==> src/rtl/eightbit_demux.sv <==
// eightbit_demux: steers one byte stream to one of three byte outputs.
// The output is chosen by the code {sel1,sel2}: 00->d1, 01->d2, 10->d3.
// Code 11 cannot be decoded. A byte with code 11 is accepted and thrown away,
// and the saturating drop counter counts it.
// Each output has a one-entry holding slot with its own valid/ready handshake.
//
// Handshake semantics, used on the input side and on every output:
//   A transfer happens on a rising clk edge where valid and ready are both 1.
//   A producer holds its data and valid stable until that transfer.
//   Valid never waits on ready.
//   dN and dN_valid are registers only, so dN_ready has no combinational path
//   to them. in_ready is combinational from the code, dN_valid and dN_ready.
//   in_ready does not depend on in_valid.
module eightbit_demux #(
    parameter int WIDTH = 8,
    parameter int CNT_W = 8
) (
    input  logic             clk,
    input  logic             rst,
    input  logic [WIDTH-1:0] in_data,
    input  logic             sel1,
    input  logic             sel2,
    input  logic             in_valid,
    output logic             in_ready,
    output logic [WIDTH-1:0] d1,
    output logic             d1_valid,
    input  logic             d1_ready,
    output logic [WIDTH-1:0] d2,
    output logic             d2_valid,
    input  logic             d2_ready,
    output logic [WIDTH-1:0] d3,
    output logic             d3_valid,
    input  logic             d3_ready,
    output logic             drop_pulse,
    output logic [CNT_W-1:0] drop_count
);

    logic [1:0] code;
    logic       free1, free2, free3;
    logic       xfer;
    logic       load1, load2, load3;
    logic       drain1, drain2, drain3;
    logic       drop;

    assign code = {sel1, sel2};

    // A slot can take a byte when it is empty or is being emptied this cycle.
    assign free1 = !d1_valid | d1_ready;
    assign free2 = !d2_valid | d2_ready;
    assign free3 = !d3_valid | d3_ready;

    // Input readiness follows the addressed slot. A discard (code 11) is always ready.
    always_comb begin
        in_ready = 1'b0;
        if (!rst) begin
            case (code)
                2'b00:   in_ready = free1;
                2'b01:   in_ready = free2;
                2'b10:   in_ready = free3;
                default: in_ready = 1'b1;
            endcase
        end
    end

    assign xfer   = in_valid & in_ready;
    assign load1  = xfer & (code == 2'b00);
    assign load2  = xfer & (code == 2'b01);
    assign load3  = xfer & (code == 2'b10);
    assign drop   = xfer & (code == 2'b11);
    assign drain1 = d1_valid & d1_ready;
    assign drain2 = d2_valid & d2_ready;
    assign drain3 = d3_valid & d3_ready;

    // Slot 1: a load wins over a drain. A drain clears only valid, so the data stays.
    always_ff @(posedge clk) begin
        if (rst) begin
            d1       <= '0;
            d1_valid <= 1'b0;
        end else if (load1) begin
            d1       <= in_data;
            d1_valid <= 1'b1;
        end else if (drain1) begin
            d1_valid <= 1'b0;
        end
    end

    // Slot 2: same update rule as slot 1.
    always_ff @(posedge clk) begin
        if (rst) begin
            d2       <= '0;
            d2_valid <= 1'b0;
        end else if (load2) begin
            d2       <= in_data;
            d2_valid <= 1'b1;
        end else if (drain2) begin
            d2_valid <= 1'b0;
        end
    end

    // Slot 3: same update rule as slot 1.
    always_ff @(posedge clk) begin
        if (rst) begin
            d3       <= '0;
            d3_valid <= 1'b0;
        end else if (load3) begin
            d3       <= in_data;
            d3_valid <= 1'b1;
        end else if (drain3) begin
            d3_valid <= 1'b0;
        end
    end

    // Discard tracking: a one-cycle pulse, and a counter that sticks at all-ones.
    always_ff @(posedge clk) begin
        if (rst) begin
            drop_pulse <= 1'b0;
            drop_count <= '0;
        end else begin
            drop_pulse <= drop;
            if (drop && (drop_count != '1)) begin
                drop_count <= drop_count + CNT_W'(1);
            end
        end
    end

endmodule
==> config.mk <==
export PLATFORM = sky130hd
export DESIGN_NAME = eightbit_demux
export DESIGN_NICKNAME = d
export VERILOG_FILES = /design/src/rtl/eightbit_demux.sv
export SDC_FILE = /design/constraint.sdc
export NUM_CORES = 1
export LEC_CHECK = 0
export CAP_MARGIN = 20
export CORE_MARGIN = 2
export CORE_UTILIZATION = 25
export CTS_CLUSTER_DIAMETER = 30
export CTS_CLUSTER_SIZE = 10
export DETAILED_ROUTE_END_ITERATION = 12
export PLACE_DENSITY = 0.52
export SYNTH_ARGS = -nofsm -noshare
export SYNTH_HDL_FRONTEND = slang
export SYNTH_SLANG_ARGS = --single-unit
==> constraint.sdc <==
create_clock -name clk -period 1.65 [get_ports clk]
set_clock_uncertainty 0.15 [all_clocks]
set_input_delay 0.33 -clock clk [delete_from_list [all_inputs] [get_ports clk]]
set_output_delay 0.33 -clock clk [all_outputs]
set_load 0.1 [all_outputs]
Yosys cells after proc, flatten, opt, wreduce, memory -nomap -nowiden
Cells that the tools add are included.

storage, ports and cells
  output and inout bits = 37
  register bits = 36
  logic and storage cells = 40

operators by class
  muxes and demuxes = 8
  eq/ne operators = 4
  add/subtract/negate cells = 1
  reductions and logical operators = 8
  bitwise operators = 11

operators by type and width
  kind                                                                   count
  8-bit by 1-bit adder with 8-bit output, second input constant          1
  1-bit AND                                                              8
  8-bit != test, second input constant                                   1
  1-bit two-way mux                                                      7
  2-bit nonzero test                                                     3
  2-bit equality test, second input constant                             2
  1-bit logical NOT                                                      3
  1-bit bitwise OR                                                       3
  1-bit one-hot mux with 3 select lines                                  1
  2-bit by 1-bit equality test with 1-bit output, second input constant  1
  2-bit logical NOT                                                      1
  1-bit logical AND                                                      1

Depth between registers and ports, before layout
  depth after elaboration = 7
  gate-level depth with buffers = 5

Least setup slack after synthesis
OpenSTA, ideal clock, no wires.

  kind = flip-flop to output port
  start = register d1_valid
  end = output in_ready
  setup slack = -2,301 ps
  cell stages (with the launch flop) = 5
  data required time = 1,170 ps
  arrival time = 3,471 ps
  path through = dfxtp_1 nand2b_1 clkbuf_1 mux2i_1 a211oi_1

between the ends
  word-level cells in the longest chain between the ends = 4

RTL lines
  item                                   line  source
  start: declaration                     26    output logic d1_valid,
  start signal: assignment               78    d1_valid <= 1'b0;
  start signal: assignment               81    d1_valid <= 1'b1;
  start signal: assignment               83    d1_valid <= 1'b0;
  1-bit logical NOT                      48    assign free1 = !d1_valid | d1_ready;
  1-bit bitwise OR                       48
  1-bit one-hot mux with 3 select lines  56    case (code)
  1-bit two-way mux                      55    if (!rst) begin
  end: declaration                       24    output logic in_ready,

Every way passes these cells.

Worst setup path in the final report
  start = register d3_valid
  end = output in_ready

between the ends
  word-level cells in the longest chain between the ends = 4

RTL lines
  item                                   line  source
  start: declaration                     32    output logic d3_valid,
  start signal: assignment               104   d3_valid <= 1'b0;
  start signal: assignment               107   d3_valid <= 1'b1;
  start signal: assignment               109   d3_valid <= 1'b0;
  1-bit logical NOT                      50    assign free3 = !d3_valid | d3_ready;
  1-bit bitwise OR                       50
  1-bit one-hot mux with 3 select lines  56
  1-bit two-way mux                      55

Every way passes these cells.

==> flow_summary.json <==
{
  "die-width_um": 86.2,
  "fin_cells": 328,
  "num_rows": 29,
  "finalHoldViolCount": 0,
  "violations": "setup timing",
  "min_period_ns": 1.79,
  "tightest_slew_ns": 0.736,
  "fmax_mhz": 559,
  "pwr-share-comb_pct": 20.0,
  "synth.largest_area_cell": "dfxtp_1",
  "clk_latency_ns": 0.29,
  "first_pass_iters": 4,
  "hpwl_um": 3690,
  "synth_cell_type_count": 35,
  "synth_most_common_cell": "dfxtp_1",
  "grt_pass1_wl_um": 8050,
  "cts_hold_buffers": 0,
  "grt_start_max_net_pins": 18,
  "max-slew-margin-rel_pct": 50.9,
  "die_h_um": 86.2,
  "swShare_pct": 29.1,
  "initial_utilization_pct": 26.3,
  "arrival_ns": 1.31,
  "ys_ff_latch": 36,
  "grt_usage_pct": 13.7,
  "via_per_inst": 5.20,
  "rsz0062_at_grt": "yes",
  "io_pins": 53,
  "regToRegStartpoint": "d3_valid$_SDFFE_PP0P_",
  "critPathLaunchType": "register",
  "finalCritPeriodShare_pct": 108,
  "synth_nets": 204,
  "die_area_um2": 7420,
  "cts_tree": "yes",
  "yosysSeqAreaShare_pct": 42.7,
  "path_class": "reg -> out",
  "setup_violations": 8,
  "cts-root-buf": "clkbuf_8",
  "gr-total-overflow": 0,
  "synth_common_cells": "36 x dfxtp_1, 30 x a21oi_1, 28 x nand4_1, 20 x o31ai_1, 8 x clkbuf_1",
  "gp_congestion": 0.749,
  "fp.coreArea_um2": 6420,
  "route.detailed.drc": 0,
  "maxCapViolations": 0,
  "power_mw": 1.97,
  "cts_made_buffers": 5,
  "cp_max_fo": 3,
  "synth_warnings": 0,
  "powerDensity_nw_per_um2": 661,
  "timing.critical_path.from": "d3_valid$_SDFFE_PP0P_",
  "yosys.area.top_type_share_pct": 42.7,
  "async_reset_ff_share_pct": 0,
  "clock_path_buffers": 2,
  "area_growth_pct": 76.4,
  "crit_path_end_kind": "primary output",
  "portBuffers": 52,
  "power.internal_mw": 1.40,
  "clockPowerShare_pct": 34.7,
  "htree_levels": 2,
  "clock_sinks": 36,
  "post_drt_wl_per_cell_um": 14.6,
  "vias": 1704,
  "path_clk_slew_ns": 0.07,
  "layout.nets": 268,
  "grt_pass1_vias": 1595,
  "setup_ws_ns": -0.139,
  "ys.flop_type": "dfxtp_1",
  "finalMaxSlewViolations": 0,
  "dp.cells": 320,
  "power.net_switching_mw": 0.573,
  "synthCells": 187,
  "netlist_area_um2": 1690,
  "drive_gt1_share_pct": 40.2,
  "vdd_drop_max_mv": 0.359,
  "num_antenna_cells": 0,
  "hold_class": "reg -> reg",
  "hold_slack_ns": 0.337,
  "grt_antenna_before_repair": 0,
  "p_seq_share_pct": 45.3,
  "outcome": "finished with violations",
  "drtIter0Drc": 105,
  "min_from": "drop_count[6]$_SDFFE_PP0P_",
  "worstPathRequired_ns": 1.17,
  "ys_top_cells_by_area": "dfxtp_1 43%, nand4_1 10%, a21oi_1 8.9%",
  "p_leak_nw": 1.05,
  "ant_nets": 0,
  "wl_um": 4800,
  "synth_edf_count": 0,
  "syn_avg_cell_area_um2": 9.03
}
## cells in the final DEF, fill, tap and decap left out, types with 2 or more instances in the layout
master / count
nand2b_4: 3
inv_1: 2
clkdlybuf4s50_1: 9
nor2_1: 5
clkbuf_8: 7
nor2b_1: 4
dfxtp_4: 11
and3_1: 3
o31ai_2: 7
dfxtp_1: 25
buf_4: 23
dlygate4sd2_1: 4
nand4_1: 28
buf_12: 37
o31ai_1: 17
and4_1: 2
nand2b_1: 3
nor4_1: 2
nor3_1: 4
o2111a_1: 2
a21oi_1: 30
## final timing paths
path                                endpoint  slack [ns]  cells after the start
setup / recovery                    in_ready       -0.14                      4
hold / removal    drop_count[6]$_SDFFE_PP0P_        0.34                      1
setup reg to reg          d3[4]$_SDFFE_PP0P_        0.14                      3
hold reg to reg   drop_count[6]$_SDFFE_PP0P_        0.34                      1
## cell type report
class	instances	area [um2]
multi-input cells	127	933
well taps	77	96.3
fillers	584	3440
clock buffers	7	96.3
repair buffers	76	1060
flip-flops and latches	36	762
inverters	5	25.0
## registers in the layout, summed over array words and instances, names as in the netlist
| signal | count |
|---|---|
| drop_pulse | 1 |
| d1_valid | 1 |
| d1 | 8 |
| d2 | 8 |
| d3_valid | 1 |
| d2_valid | 1 |
| drop_count | 8 |
| d3 | 8 |
## logic make-up (layout without fill, tap and decap cells)
logic type,Yosys count,count (layout),share of synthesized area [%]
compound gates,61,61,24.2
simple gates,61,61,23.1
flops,36,36,42.7
mux,4,4,2.52
fa+ha+maj,1,1,0.741
buf+inv,24,88,6.82
## what timing repair did
action | CTS | global route
endpoints found under the setup margin | 34 | 17
setup buffers | 1 | 0
pin swaps | 1 | 0
gates cloned | 0 | 0
resized for setup | 16 | 3
## through the flow
step	instance area, um2	setup slack, ns	util [%]	setup TNS [ns]
after floorplan	1800	-0.485	-	-0.485
after global placement	2840	-0.538	44.2	-12.67
after detailed placement	2840	-0.550	44.2	-13.36
after CTS	2970	-0.148	46.2	-0.150
after global routing	2980	-0.165	46.4	-1.23
final	2980	-0.139	46.4	-0.163
## power groups by stage
stage	Sequential, mW	Clock, mW	Combinational (mW)
floorplan	1.02	0	0.109
global placement	0.911	0	0.391
detailed placement	0.911	0	0.392
finish	0.892	0.683	0.394
global route	0.894	0.734	0.414
CTS	0.892	0.706	0.393
## worst max-delay path, cell delays in order, from the launching register on
cell,delay [ns]
dfxtp_4,0.37
nand2b_4,0.09
mux2i_4,0.07
a211oi_4,0.28
buf_12,0.21
## per-layer routing
layer	up-vias	wire (um)	global-route usage [%]
li1	850	-	-
met1	785	2320	19.3
met2	63	2040	20.1
met3	6	392	4.23
met4	0	54	3.90
met5	-	0	0
Note: power is estimated with default switching activity, not from simulation.
